[config.mk]
export PLATFORM = sky130hd
export DESIGN_NAME = button_conditioner
export DESIGN_NICKNAME = d
export VERILOG_FILES = /design/src/rtl/button_conditioner.sv
export SDC_FILE = /design/constraint.sdc
export NUM_CORES = 1
export LEC_CHECK = 0
export CORE_ASPECT_RATIO = 1.25
export CORE_MARGIN = 2
export CORE_UTILIZATION = 55
export CTS_CLUSTER_SIZE = 12
export DETAILED_ROUTE_END_ITERATION = 10
export PLACE_DENSITY = 0.71
export SLEW_MARGIN = 20
export SYNTH_ARGS = -nofsm -noshare
export SYNTH_HDL_FRONTEND = slang
export SYNTH_SLANG_ARGS = --single-unit
[constraint.sdc]
create_clock -name Clk -period 6.6 [get_ports Clk]
set_clock_uncertainty 0.1 [all_clocks]
set_input_delay 1.98 -clock Clk [delete_from_list [all_inputs] [get_ports Clk]]
set_output_delay 1.98 -clock Clk [all_outputs]
set_load 0.01 [all_outputs]
[src/rtl/button_conditioner.sv]
`timescale 1ns / 1ps
`default_nettype none
// ============================================================================
// Module   : button_conditioner
// Brief    : Per-channel conditioner for active-low push buttons. Each channel
//            has a 2-flop synchroniser, a consecutive-sample debounce filter,
//            registered one-cycle press/release pulses, and an optional
//            auto-repeat of the press pulse while the button stays held.
// Revision : 1.0 - initial release
// ============================================================================
module button_conditioner #(
  parameter int NUM_CH          = 2,
  parameter int CNT_W           = 20,
  parameter int DEBOUNCE_CYCLES = 500000,
  parameter int REPEAT_DELAY    = 25000000,
  parameter int REPEAT_PERIOD   = 5000000
) (
  input  logic              Clk,
  input  logic              Reset,
  input  logic [NUM_CH-1:0] btn_n,
  input  logic [NUM_CH-1:0] repeat_en,
  output logic [NUM_CH-1:0] level,
  output logic [NUM_CH-1:0] press_pulse,
  output logic [NUM_CH-1:0] release_pulse
);

  // Counters are widened past CNT_W when a terminal count would not fit, so
  // a compare value can never be silently truncated (the default repeat
  // delay of 25M needs 25 bits).
  localparam int c_rep_max = (REPEAT_DELAY > REPEAT_PERIOD) ? REPEAT_DELAY : REPEAT_PERIOD;
  localparam int c_dcnt_w  = (CNT_W > $clog2(DEBOUNCE_CYCLES)) ? CNT_W : $clog2(DEBOUNCE_CYCLES);
  localparam int c_rcnt_w  = (CNT_W > $clog2(c_rep_max)) ? CNT_W : $clog2(c_rep_max);

  localparam logic [c_dcnt_w-1:0] c_deb_last    = c_dcnt_w'(DEBOUNCE_CYCLES - 1);
  localparam logic [c_rcnt_w-1:0] c_delay_last  = c_rcnt_w'(REPEAT_DELAY - 1);
  localparam logic [c_rcnt_w-1:0] c_period_last = c_rcnt_w'(REPEAT_PERIOD - 1);

  typedef enum logic [1:0] {
    ST_IDLE      = 2'd0,
    ST_PRESSED   = 2'd1,
    ST_REPEATING = 2'd2
  } state_t;

  genvar i;
  generate
    for (i = 0; i < NUM_CH; i++) begin : g_ch
      logic                r_s1;
      logic                r_s2;
      logic                r_stable;
      logic [c_dcnt_w-1:0] r_dcnt;
      logic                w_diff;
      logic                w_accept;
      logic                w_acc_press;
      logic                w_acc_release;

      state_t              r_state;
      state_t              w_state_nxt;
      logic [c_rcnt_w-1:0] r_rcnt;
      logic [c_rcnt_w-1:0] w_rcnt_nxt;
      logic                w_press_nxt;
      logic                w_release_nxt;
      logic                r_level;
      logic                r_press;
      logic                r_release;

      // Two-flop synchroniser for the asynchronous raw button; idles released.
      always_ff @(posedge Clk) begin
        if (!Reset) begin
          r_s1 <= 1'b1;
          r_s2 <= 1'b1;
        end else begin
          r_s1 <= btn_n[i];
          r_s2 <= r_s1;
        end
      end

      // A change is accepted on the DEBOUNCE_CYCLES-th consecutive differing
      // sample; this is combinational so level/pulses land on the same edge
      // as the stable state update.
      assign w_diff        = (r_s2 != r_stable);
      assign w_accept      = w_diff && (r_dcnt == c_deb_last);
      assign w_acc_press   = w_accept && !r_s2;
      assign w_acc_release = w_accept &&  r_s2;

      // Debounce filter: any sample agreeing with the stable state restarts it.
      always_ff @(posedge Clk) begin
        if (!Reset) begin
          r_stable <= 1'b1;
          r_dcnt   <= '0;
        end else if (!w_diff) begin
          r_dcnt   <= '0;
        end else if (w_accept) begin
          r_stable <= r_s2;
          r_dcnt   <= '0;
        end else begin
          r_dcnt   <= r_dcnt + 1'b1;
        end
      end

      // Press/repeat FSM next state; release is tested first so it always
      // wins over a coincident repeat pulse.
      always_comb begin
        w_state_nxt   = r_state;
        w_rcnt_nxt    = r_rcnt;
        w_press_nxt   = 1'b0;
        w_release_nxt = 1'b0;
        case (r_state)
          ST_IDLE: begin
            w_rcnt_nxt = '0;
            if (w_acc_press) begin
              w_state_nxt = ST_PRESSED;
              w_press_nxt = 1'b1;
            end
          end
          ST_PRESSED: begin
            if (w_acc_release) begin
              w_state_nxt   = ST_IDLE;
              w_release_nxt = 1'b1;
              w_rcnt_nxt    = '0;
            end else if (!repeat_en[i]) begin
              w_rcnt_nxt = '0;
            end else if (r_rcnt == c_delay_last) begin
              w_state_nxt = ST_REPEATING;
              w_press_nxt = 1'b1;
              w_rcnt_nxt  = '0;
            end else begin
              w_rcnt_nxt = r_rcnt + 1'b1;
            end
          end
          ST_REPEATING: begin
            if (w_acc_release) begin
              w_state_nxt   = ST_IDLE;
              w_release_nxt = 1'b1;
              w_rcnt_nxt    = '0;
            end else if (!repeat_en[i]) begin
              w_state_nxt = ST_PRESSED;
              w_rcnt_nxt  = '0;
            end else if (r_rcnt == c_period_last) begin
              w_press_nxt = 1'b1;
              w_rcnt_nxt  = '0;
            end else begin
              w_rcnt_nxt = r_rcnt + 1'b1;
            end
          end
          default: begin
            w_state_nxt = ST_IDLE;
            w_rcnt_nxt  = '0;
          end
        endcase
      end

      // FSM state register plus registered level and pulse outputs.
      always_ff @(posedge Clk) begin
        if (!Reset) begin
          r_state   <= ST_IDLE;
          r_rcnt    <= '0;
          r_level   <= 1'b0;
          r_press   <= 1'b0;
          r_release <= 1'b0;
        end else begin
          r_state   <= w_state_nxt;
          r_rcnt    <= w_rcnt_nxt;
          r_level   <= (w_state_nxt != ST_IDLE);
          r_press   <= w_press_nxt;
          r_release <= w_release_nxt;
        end
      end

      assign level[i]         = r_level;
      assign press_pulse[i]   = r_press;
      assign release_pulse[i] = r_release;
    end
  endgenerate

endmodule
`default_nettype wire

======== Word level (Yosys, flattened, before mapping) ========
Index checks and enable logic that the tools add are counted.
storage, ports and cells
  register bits ........................... 106
  latch bits .............................. 0
  memory bits (writable) .................. 0
  ROM bits ................................ 0
  output and inout port bits .............. 6
  word-level logic and storage cells ...... 103
  memories ................................ 0
operators by class
  add/sub/neg operators ................... 4
  multipliers ............................. 0
  divide/modulo/power cells ............... 0
  $lt $le $gt $ge ......................... 0
  eq/ne operators ......................... 12
  shift operators ......................... 0
  mux-type cells .......................... 46
  bitwise operators ....................... 3
  reduce and logical (&&, ||, !) cells .... 20
operators with widths
  kind                                                                number
  25-bit 2-to-1 mux                                                   12
  25-bit case mux with 2 select lines                                 2
  25-bit by 1-bit adder with 25-bit output (second input constant)    2
  25-bit by 23-bit == test with 1-bit output (second input constant)  2
  25-bit == test (second input constant)                              2
  20-bit by 1-bit adder with 20-bit output (second input constant)    2
  20-bit by 19-bit == test with 1-bit output (second input constant)  2
  2-bit 2-to-1 mux                                                    12
  1-bit 2-to-1 mux                                                    16
  2-bit case mux with 3 select lines                                  2
  2-bit AND reduction                                                 4
  1-bit logical AND                                                   6
  1-bit case mux with 3 select lines                                  2
  3-bit OR reduction                                                  2
  2-bit by 1-bit == test with 1-bit output (second input constant)    2
  2-bit == test (second input constant)                               2
  2-bit zero test                                                     2
  2-bit nonzero test                                                  2
  2-bit OR reduction                                                  2
  1-bit NOT                                                           3
  1-bit zero test                                                     2
  1-bit != test                                                       2

======== Depth between registers and ports, before layout ========
  depth in word-level cells ............... 6
  depth in mapped cells ................... 7

======== Worst setup path before layout ========
OpenSTA, ideal clock, no wires.
  path type ............................... input to register
  start ................................... input Reset
  end ..................................... register g_ch[0].r_level
  library setup time ...................... 0.058 ns
  data arrival time ....................... 2.780 ns
  path slack .............................. 3.663 ns
  cell stages on the path ................. 5
  cell sequence ........................... nor2b_1 o21ai_0 a31o_2 o211ai_1 or2_1
RTL lines
  item                  line  source
  from (decl)           19    input logic Reset,
  to (signal assigned)  163   r_level <= (w_state_nxt != ST_IDLE);
  to (decl)             62    logic r_level;

==> results by group <==
Clocking
  • Total number of H-tree levels: 3
  • Number of gates given a new drive strength after cts: 0
  • Clk root buf: clkbuf_16
  • CTS sink cnt: approximately 110
  • Total clock buffers created by CTS: 9
  • Worst-Skew Late Latency: 0.34 ns
  • Count of hold buffers inserted by post-cts repair: 0
  • Clock slew at reported path FFs: 0.07 ns
  • Post-CTS Repair Setup Buffers: 0
  • Bufs on Longest Clock Path: 2
  • Clock tree from TritonCTS: done

Global route
  • Number of antenna violations at the first check in global routing: 0
  • Maximum number of pins on one net before global-route repair: 26
  • Sum of overflow across all layers after global routing: 0
  • Global routing met1 resource utilization: 0.2316
  • Met2 track demand over resource in global routing: 0.3318
  • Global-route wire length before repair: 16.10 mm
  • Grt met3 use: 0.03045
  • Via count of the first global-routing pass: 3673
  • GRT Overall Usage: 0.1930
  • Grt peak-use layer: met2

Placed design
  • HPWL after detailed placement: roughly 6.6 mm
  • Routability Congestion: 0.8594
  • Instance area after placement: 5229 µm²
  • Input/output buffers: 11
  • Worst slack, placed: around 2.7 ns

Pwr
  • Switching part of the total: 0.2007
  • Cell-internal power: 941.2 µW
  • Power dissipated by switching net loads: 236.3 µW
  • Share of total power in sequential cells: 0.545
  • Clock group share of total power: 0.445
  • Static power due to leakage: approximately 0.0017 µW
  • Combinational cell fraction of total power: 0.010
  • Pwr dens: 212.9 nW/µm²
  • VDD IR max: 0.1096 mV

Layout
  • Number of inserted diodes: 0
  • Area growth from synthesis to final layout: 8.653%
  • Fraction of layout cells with a size suffix above 1: 0.05415
  • Final instance area: 5530 µm²
  • Core Util, Final: 0.6093
  • Count of filler cells inserted in the layout: 786
  • Number of nets in the final layout: about 600

Timing
  • Worst slew slack as a fraction of its limit: 0.4949
  • Final Slew Violations: 0
  • Final setup fails: 0
  • Worst Setup Slack, final: 3.043 ns
  • Slew at the pin with the worst max-slew slack: 0.7554 ns
  • Final Cycle Share: 0.5389
  • Sum Neg Setup Slack: 0 ns
  • Crit path time final: 3.557 ns
  • RSZ-0062 raised after global routing: no
  • Number of hold violations in the final report: 0
  • Maximum operating frequency: 281.2 MHz

Synth
  • Number of distinct library cells after synthesis: 57
  • Ys Warns: 0
  • Share of synthesized area occupied by flip-flops and latches: 0.4169
  • Post-synthesis net count: 602
  • Share of async-settable or async-resettable flops after synthesis: 0
  • Flip-flop and latch count after synthesis: around 110
  • Cell Area, Synth: 5090 µm²
  • Post-Synthesis Mean Instance Area: 8.716 µm²
  • Post-synthesis instance total: approximately 600
  • Synth area leader: dfxtp_1
  • Area share of the largest cell type after synthesis: 0.4169
  • Top cells by area, synth: dfxtp_1, nor2_1, xnor2_1, xor2_1, nand3_1
  • Most used flip-flop cell after synthesis: dfxtp_1
  • Count of flip-flops with a built-in enable after synthesis: 0

Detailed routing
  • DRT Pass-1 Iters: 4
  • Vias: 3893
  • Number of design rule violations left after detail routing: 0
  • Post-route ant nets: 0
  • Post-detailed-route wirelength per cell: 12.98 µm
  • 1st-iter DRT viols: 156
  • Vias per Instance: 5.452
  • Wire length after detailed routing: 9.266 mm

Run status
  • Result of the run: finished, final reports clean

Critical path
  • Endpoint kind of the worst setup timing path: register
  • Type of element launching the critical path: primary input
  • CP Max Fanout: 14
  • Setup CP Type: primary input to register
  • Arr. time, crit path: 3.74 ns
  • Required time of the critical path: between 6 and 7 ns

Floorplanning
  • Core area: ~9100 µm²
  • Vertical die dimension: 111.6 µm
  • Area of the die: ~10000 µm²
  • Die width: 90.05 µm
  • I/O pins: 12
  • Number of standard-cell rows in the floorplan: 39
  • Starting density of the core: 0.5608

Job
  • Max-cap violations: 0

Worst hold path
  • Class of the most critical hold timing path: register to register
## state kept, by name, indices dropped and copies added (netlist names)
register and cells:
g_ch.r_press 2, g_ch.r_state 4, g_ch.r_release 2, g_ch.r_s2 2, g_ch.r_stable 2, g_ch.r_rcnt 50
g_ch.r_level 2, g_ch.r_s1 2, g_ch.r_dcnt 40
## routing by layer
layer / up-vias / wire length (µm)
met5: - / 0
met3: 21 / 236
li1: 2012 / -
met2: 49 / 4524
met4: 0 / 243
met1: 1811 / 4261
## synthesized netlist by cell type (12+ instances only)
cell,count
and3_1,13
nor3_1,18
nor2_1,110
nand2_1,46
inv_1,20
ha_1,12
xor2_1,36
dfxtp_1,106
nand4_1,22
nor4_1,19
nand3_1,37
xnor2_1,46
## cell type report
type	count	area [µm²]	area share
repair buffers	11	110.1	0.01991
flip-flops and latches	106	2122	0.3837
clock buffers	10	229.0	0.04140
well taps	123	153.9	0.02783
inverters	20	75.07	0.01357
multi-input cells	438	2774	0.5016
clock inverters	6	66.31	0.01199
## worst max-delay path: stages
cell and delay, ns:
clkdlybuf4s50_1 0.77, nor2b_1 0.32, o21ai_0 0.13, a31o_2 0.22, o211ai_1 0.19, or2_1 0.12
## power by group through the flow
stage / Clock, µW / Combinational [µW] / Sequential [µW]
floorplan: 0 / 6.57 / 656
global placement: 0 / 11.5 / 656
detailed placement: 0 / 11.8 / 656
CTS: 538 / 11.9 / 641
global route: 560 / 13.2 / 641
finish: 524 / 11.8 / 641
## layout by cell type (no fill, tap or decap), types with 3 or more instances in the layout
master	synthesis	routed
nor3_1	18	18
inv_1	20	20
nor2_1	110	110
and4_1	7	7
ha_1	12	12
and2_1	3	3
nand2b_1	6	6
nand3_1	37	37
nand4b_1	3	3
clkdlybuf4s50_1	0	11
a31oi_1	3	3
nand2_1	46	46
xnor2_1	46	46
o31a_1	3	3
nand3b_1	3	3
xor2_1	36	36
nand4_1	22	22
nor4_2	1	3
dfxtp_1	106	106
nor4b_1	5	5
clkbuf_16	0	9
and3_1	13	13
nor4_1	19	17
nor2b_1	5	5
## kinds of logic (layout without fill, tap and decap cells)
logic type | after synthesis | in the layout | share of synthesized area
DFF | 106 | 106 | 0.4169
and+or+nand+nor | 316 | 316 | 0.3198
muxes | 1 | 1 | 0.001967
xor gates and xnor gates | 82 | 82 | 0.1411
AOI/OAI and AO/OA | 27 | 27 | 0.05015
buffers and inverters | 40 | 47 | 0.04056
adders and majority gates | 12 | 12 | 0.02950
## metrics by stage
stage,total power (µW),cells,hold WS (ns)
2_1_floorplan,662.6,584,0.2863
3_3_place_gp,667.7,698,0.2908
3_5_place_dp,668.0,698,0.2978
4_1_cts,1192,714,0.3147
5_1_grt,1214,714,0.3275
6_report,1177,714,0.3119
## final timing paths
check                                        from           endpoint  slack (ns)  cells after the start
worst min-delay path                 g_ch[1].r_s1       g_ch[1].r_s2        0.31                      1
worst max-delay path                        Reset    g_ch[0].r_level        3.04                      6
worst max register to register  g_ch[0].r_dcnt[0]  g_ch[0].r_dcnt[5]        3.86                      6
worst min register to register       g_ch[1].r_s1       g_ch[1].r_s2        0.31                      1
Power figures use the tool's default switching activity.
